### src/rtl/dsp_stage_router.sv
// Valid/ready chain of external DSP stages with a per-stage bypass mask. A new mask is
// applied only after the samples already in the chain have left through dout.
module dsp_stage_router #(
    parameter int G_NUM_STAGES    = 4,
    parameter int G_DWIDTH        = 24,
    parameter int G_INFLIGHT_W    = 8,
    parameter int G_DRAIN_TIMEOUT = 4096
) (
    input  logic                             clk,
    input  logic                             resetn,
    input  logic                             enable,
    input  logic [G_NUM_STAGES-1:0]          bypass_req,
    output logic [G_NUM_STAGES-1:0]          bypass_active,
    output logic                             reconfig_busy,
    output logic                             drain_timeout,
    input  logic [G_DWIDTH-1:0]              din,
    input  logic                             din_valid,
    output logic                             din_ready,
    output logic [G_DWIDTH-1:0]              dout,
    output logic                             dout_valid,
    input  logic                             dout_ready,
    output logic [G_NUM_STAGES*G_DWIDTH-1:0] stg_din,
    output logic [G_NUM_STAGES-1:0]          stg_din_valid,
    input  logic [G_NUM_STAGES-1:0]          stg_din_ready,
    input  logic [G_NUM_STAGES*G_DWIDTH-1:0] stg_dout,
    input  logic [G_NUM_STAGES-1:0]          stg_dout_valid,
    output logic [G_NUM_STAGES-1:0]          stg_dout_ready
);

    localparam int CNT_W = $clog2(G_DRAIN_TIMEOUT);
    localparam logic [G_INFLIGHT_W-1:0] INFLIGHT_MAX = '1;
    localparam logic [CNT_W-1:0] DRAIN_LAST = CNT_W'(G_DRAIN_TIMEOUT - 1);

    typedef enum logic [1:0] {
        ST_RUN    = 2'd0,
        ST_DRAIN  = 2'd1,
        ST_SWITCH = 2'd2
    } state_t;

    state_t                  state_r, state_nxt_s;
    logic [G_NUM_STAGES-1:0] bypass_active_r, active_nxt_s;
    logic [G_NUM_STAGES-1:0] target_r, target_nxt_s;
    logic [G_INFLIGHT_W-1:0] inflight_r, inflight_nxt_s;
    logic [CNT_W-1:0]        drain_cnt_r, drain_cnt_nxt_s;
    logic                    drain_timeout_r, drain_timeout_nxt_s;

    logic                    in_open_s;
    logic                    flush_s;
    logic [G_DWIDTH-1:0]     fwd_data_s;
    logic                    fwd_valid_s;
    logic                    bwd_ready_s;
    logic                    din_hs_s;
    logic                    dout_hs_s;

    // New samples enter only in RUN, out of reset, enabled, with counter headroom;
    // flush mode drops everything the stages present and offers nothing downstream.
    assign in_open_s = resetn & enable & (state_r == ST_RUN) & (inflight_r != INFLIGHT_MAX);
    assign flush_s   = ~resetn | ~enable | (state_r == ST_SWITCH);

    // Forward path: each active stage takes the output of the nearest active stage below it.
    always_comb begin
        fwd_data_s    = din;
        fwd_valid_s   = din_valid & in_open_s;
        stg_din       = '0;
        stg_din_valid = '0;
        for (int k = 0; k < G_NUM_STAGES; k++) begin
            stg_din[k*G_DWIDTH +: G_DWIDTH] = fwd_data_s;
            if (!bypass_active_r[k]) begin
                stg_din_valid[k] = fwd_valid_s & ~flush_s;
                fwd_data_s       = stg_dout[k*G_DWIDTH +: G_DWIDTH];
                fwd_valid_s      = stg_dout_valid[k];
            end else begin
                stg_din_valid[k] = 1'b0;
            end
        end
        dout       = fwd_data_s;
        dout_valid = fwd_valid_s & ~flush_s;
    end

    // Backward path: a source's ready is its sink's ready; bypassed outputs are always drained.
    always_comb begin
        bwd_ready_s    = dout_ready;
        stg_dout_ready = '1;
        for (int k = G_NUM_STAGES - 1; k >= 0; k--) begin
            if (!bypass_active_r[k]) begin
                stg_dout_ready[k] = bwd_ready_s | flush_s;
                bwd_ready_s       = stg_din_ready[k];
            end else begin
                stg_dout_ready[k] = 1'b1;
            end
        end
        din_ready = bwd_ready_s & in_open_s;
    end

    assign din_hs_s  = din_valid & din_ready;
    assign dout_hs_s = dout_valid & dout_ready;

    // Reconfiguration FSM and in-flight accounting.
    always_comb begin
        state_nxt_s         = state_r;
        target_nxt_s        = target_r;
        active_nxt_s        = bypass_active_r;
        drain_cnt_nxt_s     = drain_cnt_r;
        drain_timeout_nxt_s = drain_timeout_r;
        inflight_nxt_s      = inflight_r;
        // The decrement guard keeps stragglers after a forced switch from wrapping the count.
        if (din_hs_s && !dout_hs_s) begin
            inflight_nxt_s = inflight_r + G_INFLIGHT_W'(1);
        end else if (!din_hs_s && dout_hs_s && (inflight_r != '0)) begin
            inflight_nxt_s = inflight_r - G_INFLIGHT_W'(1);
        end else begin
            inflight_nxt_s = inflight_r;
        end
        case (state_r)
            ST_RUN: begin
                if (bypass_req != bypass_active_r) begin
                    target_nxt_s    = bypass_req;
                    drain_cnt_nxt_s = '0;
                    state_nxt_s     = ST_DRAIN;
                end else begin
                    state_nxt_s = ST_RUN;
                end
            end
            ST_DRAIN: begin
                if (inflight_r == '0) begin
                    state_nxt_s = ST_SWITCH;
                end else if (drain_cnt_r == DRAIN_LAST) begin
                    drain_timeout_nxt_s = 1'b1;
                    inflight_nxt_s      = '0;
                    state_nxt_s         = ST_SWITCH;
                end else begin
                    drain_cnt_nxt_s = drain_cnt_r + CNT_W'(1);
                end
            end
            ST_SWITCH: begin
                active_nxt_s = target_r;
                state_nxt_s  = ST_RUN;
            end
            default: begin
                state_nxt_s = ST_RUN;
            end
        endcase
    end

    // State registers; enable=0 re-routes immediately without draining.
    always_ff @(posedge clk or negedge resetn) begin
        if (!resetn) begin
            state_r         <= ST_RUN;
            bypass_active_r <= '1;
            target_r        <= '1;
            inflight_r      <= '0;
            drain_cnt_r     <= '0;
            drain_timeout_r <= 1'b0;
        end else if (!enable) begin
            state_r         <= ST_RUN;
            bypass_active_r <= bypass_req;
            target_r        <= bypass_req;
            inflight_r      <= '0;
            drain_cnt_r     <= '0;
            drain_timeout_r <= 1'b0;
        end else begin
            state_r         <= state_nxt_s;
            bypass_active_r <= active_nxt_s;
            target_r        <= target_nxt_s;
            inflight_r      <= inflight_nxt_s;
            drain_cnt_r     <= drain_cnt_nxt_s;
            drain_timeout_r <= drain_timeout_nxt_s;
        end
    end

    assign bypass_active = bypass_active_r;
    assign reconfig_busy = (state_r != ST_RUN);
    assign drain_timeout = drain_timeout_r;

endmodule

### config.mk
export PLATFORM = sky130hd
export DESIGN_NAME = dsp_stage_router
export DESIGN_NICKNAME = d
export VERILOG_FILES = /design/src/rtl/dsp_stage_router.sv
export SDC_FILE = /design/constraint.sdc
export NUM_CORES = 1
export LEC_CHECK = 0
export CAP_MARGIN = 30
export CORE_MARGIN = 5
export CORE_UTILIZATION = 35
export CTS_CLUSTER_DIAMETER = 200
export DETAILED_ROUTE_END_ITERATION = 12
export GPL_ROUTABILITY_DRIVEN = 0
export PLACE_DENSITY = 0.85
export RECOVER_POWER = 50
export SYNTH_ARGS = -nofsm -noshare
export SYNTH_HDL_FRONTEND = slang
export SYNTH_SLANG_ARGS = --single-unit
### constraint.sdc
create_clock -name clk -period 4.2 [get_ports clk]
set_clock_uncertainty 0.05 [all_clocks]
set_input_delay 0.63 -clock clk [delete_from_list [all_inputs] [get_ports clk]]
set_output_delay 0.63 -clock clk [all_outputs]
set_load 0.02 [all_outputs]
==> out/metrics.yaml <==
critical_path:
  cp_max_fo: 18
  worstSetupEndpointType: "output port"
  required_ns: 3.52
  startpoint_type: "register"
  cp_slowest_cell: "dfstp_1"
  slowest_delay_ns: 1.01
  critical_path.top_delay_family: "flip-flops"
  cp_cell_sequence: "buf_4 > o21ai_0 > o22ai_1 > and3_1 > clkdlybuf4s50_1"
  cp.arrival_ns: 3.18
  path_class: "register to output port"
  critPathBufInv: 2
synthesis:
  yosysSeqAreaShare: 0.2277
  ys_types: 52
  synth-edff-count: 0
  async_reset_ff_frac: 1.000
  ys_ff_latch: 31
  ys.flop_type: "dfrtp_1"
  avgSynthCellArea_um2: 9.428
  syn_area_mm2: 0.003451
  netlist_instances: 366
  syn-num-nets: 507
  yosysWarningCount: 0
detailed_routing:
  drt-total-wl_um: 18910
  drc: 0
  routedWlPerCell_um: 25.56
  ant_nets: 0
  firstDrtPassIters: 4
  num_vias: 4023
  dr.first_iter.drc_count: 170
  vias_per_cell: 5.436
cells_and_area:
  layout.cells.non_filler: 740
  final_common_cell: "clkdlybuf4s50_1"
  fill_cells: 795
  syn_to_final_growth_pct: 79.88
  final_nets: 746
  drive_above_1_share: 0.2129
  mostFrequentLayoutCells: "226 x clkdlybuf4s50_1, 100 x mux2_2, 45 x dlygate4sd3_1, 25 x nor2_1, 23 x dfrtp_1"
  multi_input_area_mm2: 0.002356
  design_area_mm2: 0.006207
  seqCellArea_um2: 785.8
clock_network:
  cts_made_buffers: 5
  worstSkewPairLatency_ns: 0.29
  root_buffer: "clkbuf_8"
  cts_tree: "built"
  clockBufferDepth: 2
  cts_resized: 0
  htree_num_levels: 2
  clkSlewWorstSetupHoldPaths_ns: 0.06
  postCtsSetupBuffers: 0
  postCtsHoldBufs: 0
  cts.sinks: 31
floorplan:
  start_util: 0.3563
  num_rows: 36
  die-width_um: 109.3
  coreArea_mm2: 0.009684
  die-height_um: 109.3
  fp.dieArea_mm2: 0.01195
  num_io_pins: 273
global_route:
  grt_antenna_before_repair: 8
  grt-ovfl-total: 0
  grt_pass1_wl_um: 26320
  track_usage: 0.3076
  grt_pass1_vias: 4003
  grt_max_degree: 38
place:
  dp_hpwl_um: 16630
  dpl_cell_area_mm2: 0.006106
  port_buffers: 272
  placed_cells: 731
timing:
  max_freq_mhz: 259.1
  relSlewSlack: 0.4510
  tightestPinTransition_ns: 0.8235
  setup_tns_ns: 0
  hold_violations: 0
  min_period_over_period: 0.9190
  rsz0062_at_grt: "false"
  slew_viol_final: 0
  min_period_ns: 3.860
  finalSetupViolations: 0
job:
  max_cap_viol_count: 0
outcome:
  outcome: "finished, final reports clean"
power:
  vdd_ir_drop_max_v: 0.0001776
  powerDensity_mw_per_mm2: 337.9
  leakage_nw: 2.436
worst_hold_path:
  hold_class: "register to register"
==> stage by stage <==
stage	utilization	setup slack, ns	hold WS (ns)	power (mW)
final	0.6410	0.3402	0.4469	2.098
after global routing	0.6410	0.2356	0.4647	2.189
after CTS	0.6408	0.4235	0.4554	2.123
after detailed placement	0.6305	0.5156	0.4373	1.853
after global placement	0.6300	0.5485	0.4298	1.827
after floorplan	-	1.072	0.2844	1.173
==> metal layers <==
metal	track usage	wire (um)	vias to the layer above
met5	0	96	-
met4	0.05610	295	14
met3	0.1615	2680	34
met2	0.5048	8463	239
met1	0.3624	7378	1931
li1	-	-	1805
==> kinds of logic (layout without fill, tap and decap cells) <==
logic type                 count (synthesis)  in the layout  synth area share
and+or+nand+nor                          110            110            0.1860
muxes                                    108            108            0.3495
xor gates and xnor gates                  13             13           0.03300
other                                      0              1                 0
buffers and inverters                     52            292           0.08956
DFF                                       31             31            0.2277
adders and majority gates                  4              4           0.01450
AOI/OAI and AO/OA                         48             48           0.09971
==> cells in the mapped netlist, types with 4 or more instances <==
cell / instances / share of area
o21a_1: 4 / 0.0087
nor2_1: 25 / 0.027
inv_1: 6 / 0.0065
mux2_2: 100 / 0.33
a21oi_1: 10 / 0.015
mux2i_1: 8 / 0.023
nand2b_1: 5 / 0.0091
nor3_1: 8 / 0.012
nand3_1: 8 / 0.012
nand4_1: 13 / 0.024
nand2_1: 12 / 0.013
nor3b_1: 5 / 0.011
dfstp_2: 8 / 0.061
buf_4: 26 / 0.057
xor2_1: 8 / 0.020
xnor2_1: 5 / 0.013
and2_1: 4 / 0.0073
clkbuf_1: 11 / 0.012
o211ai_1: 4 / 0.0087
buf_2: 6 / 0.0087
ha_1: 4 / 0.015
dfrtp_1: 23 / 0.17
and3_1: 10 / 0.018
o21ai_0: 13 / 0.019
==> where the power goes <==
| group | switching [mW] | leakage (nW) | internal (mW) | total, mW |
|---|---|---|---|---|
| clock | 0.114 | 0.0515 | 0.149 | 0.263 |
| combinational | 0.691 | 1.98 | 0.711 | 1.40 |
| sequential | 0.0914 | 0.402 | 0.341 | 0.433 |
| total | 0.896 | 2.44 | 1.20 | 2.10 |
==> layout make-up <==
type / count / area share
Timing Repair Buffer: 278 / 0.4469
Inverter: 6 / 0.003628
Multi-Input combinational cell: 283 / 0.3796
Antenna cell: 1 / 0.0004031
Sequential cell: 31 / 0.1266
Tap cell: 133 / 0.02681
Clock buffer: 8 / 0.01613
==> flip-flops by register name (all words and copies together) (netlist names) <==
register,flops
drain_cnt_r,12
inflight_r,8
bypass_active,4
target_r,4
state_r,2
drain_timeout,1
==> worst paths after layout <==
kind / start / depth (start not counted) / slack, ns / endpoint
worst max-delay path: bypass_active[3]$_DFFE_PN1P_ / 5 / 0.34 / dout_valid
worst min-delay path: drain_timeout$_DFFE_PN0P_ / 1 / 0.45 / drain_timeout$_DFFE_PN0P_
worst max register to register: bypass_active[3]$_DFFE_PN1P_ / 7 / 0.85 / inflight_r[2]$_DFF_PN0_
worst min register to register: drain_timeout$_DFFE_PN0P_ / 1 / 0.45 / drain_timeout$_DFFE_PN0P_
max in group asynchronous: resetn / 2 / 2.96 / target_r[1]$_DFFE_PN1P_
min in group asynchronous: resetn / 2 / 0.80 / inflight_r[5]$_DFF_PN0_
Power figures use the tool's default switching activity.
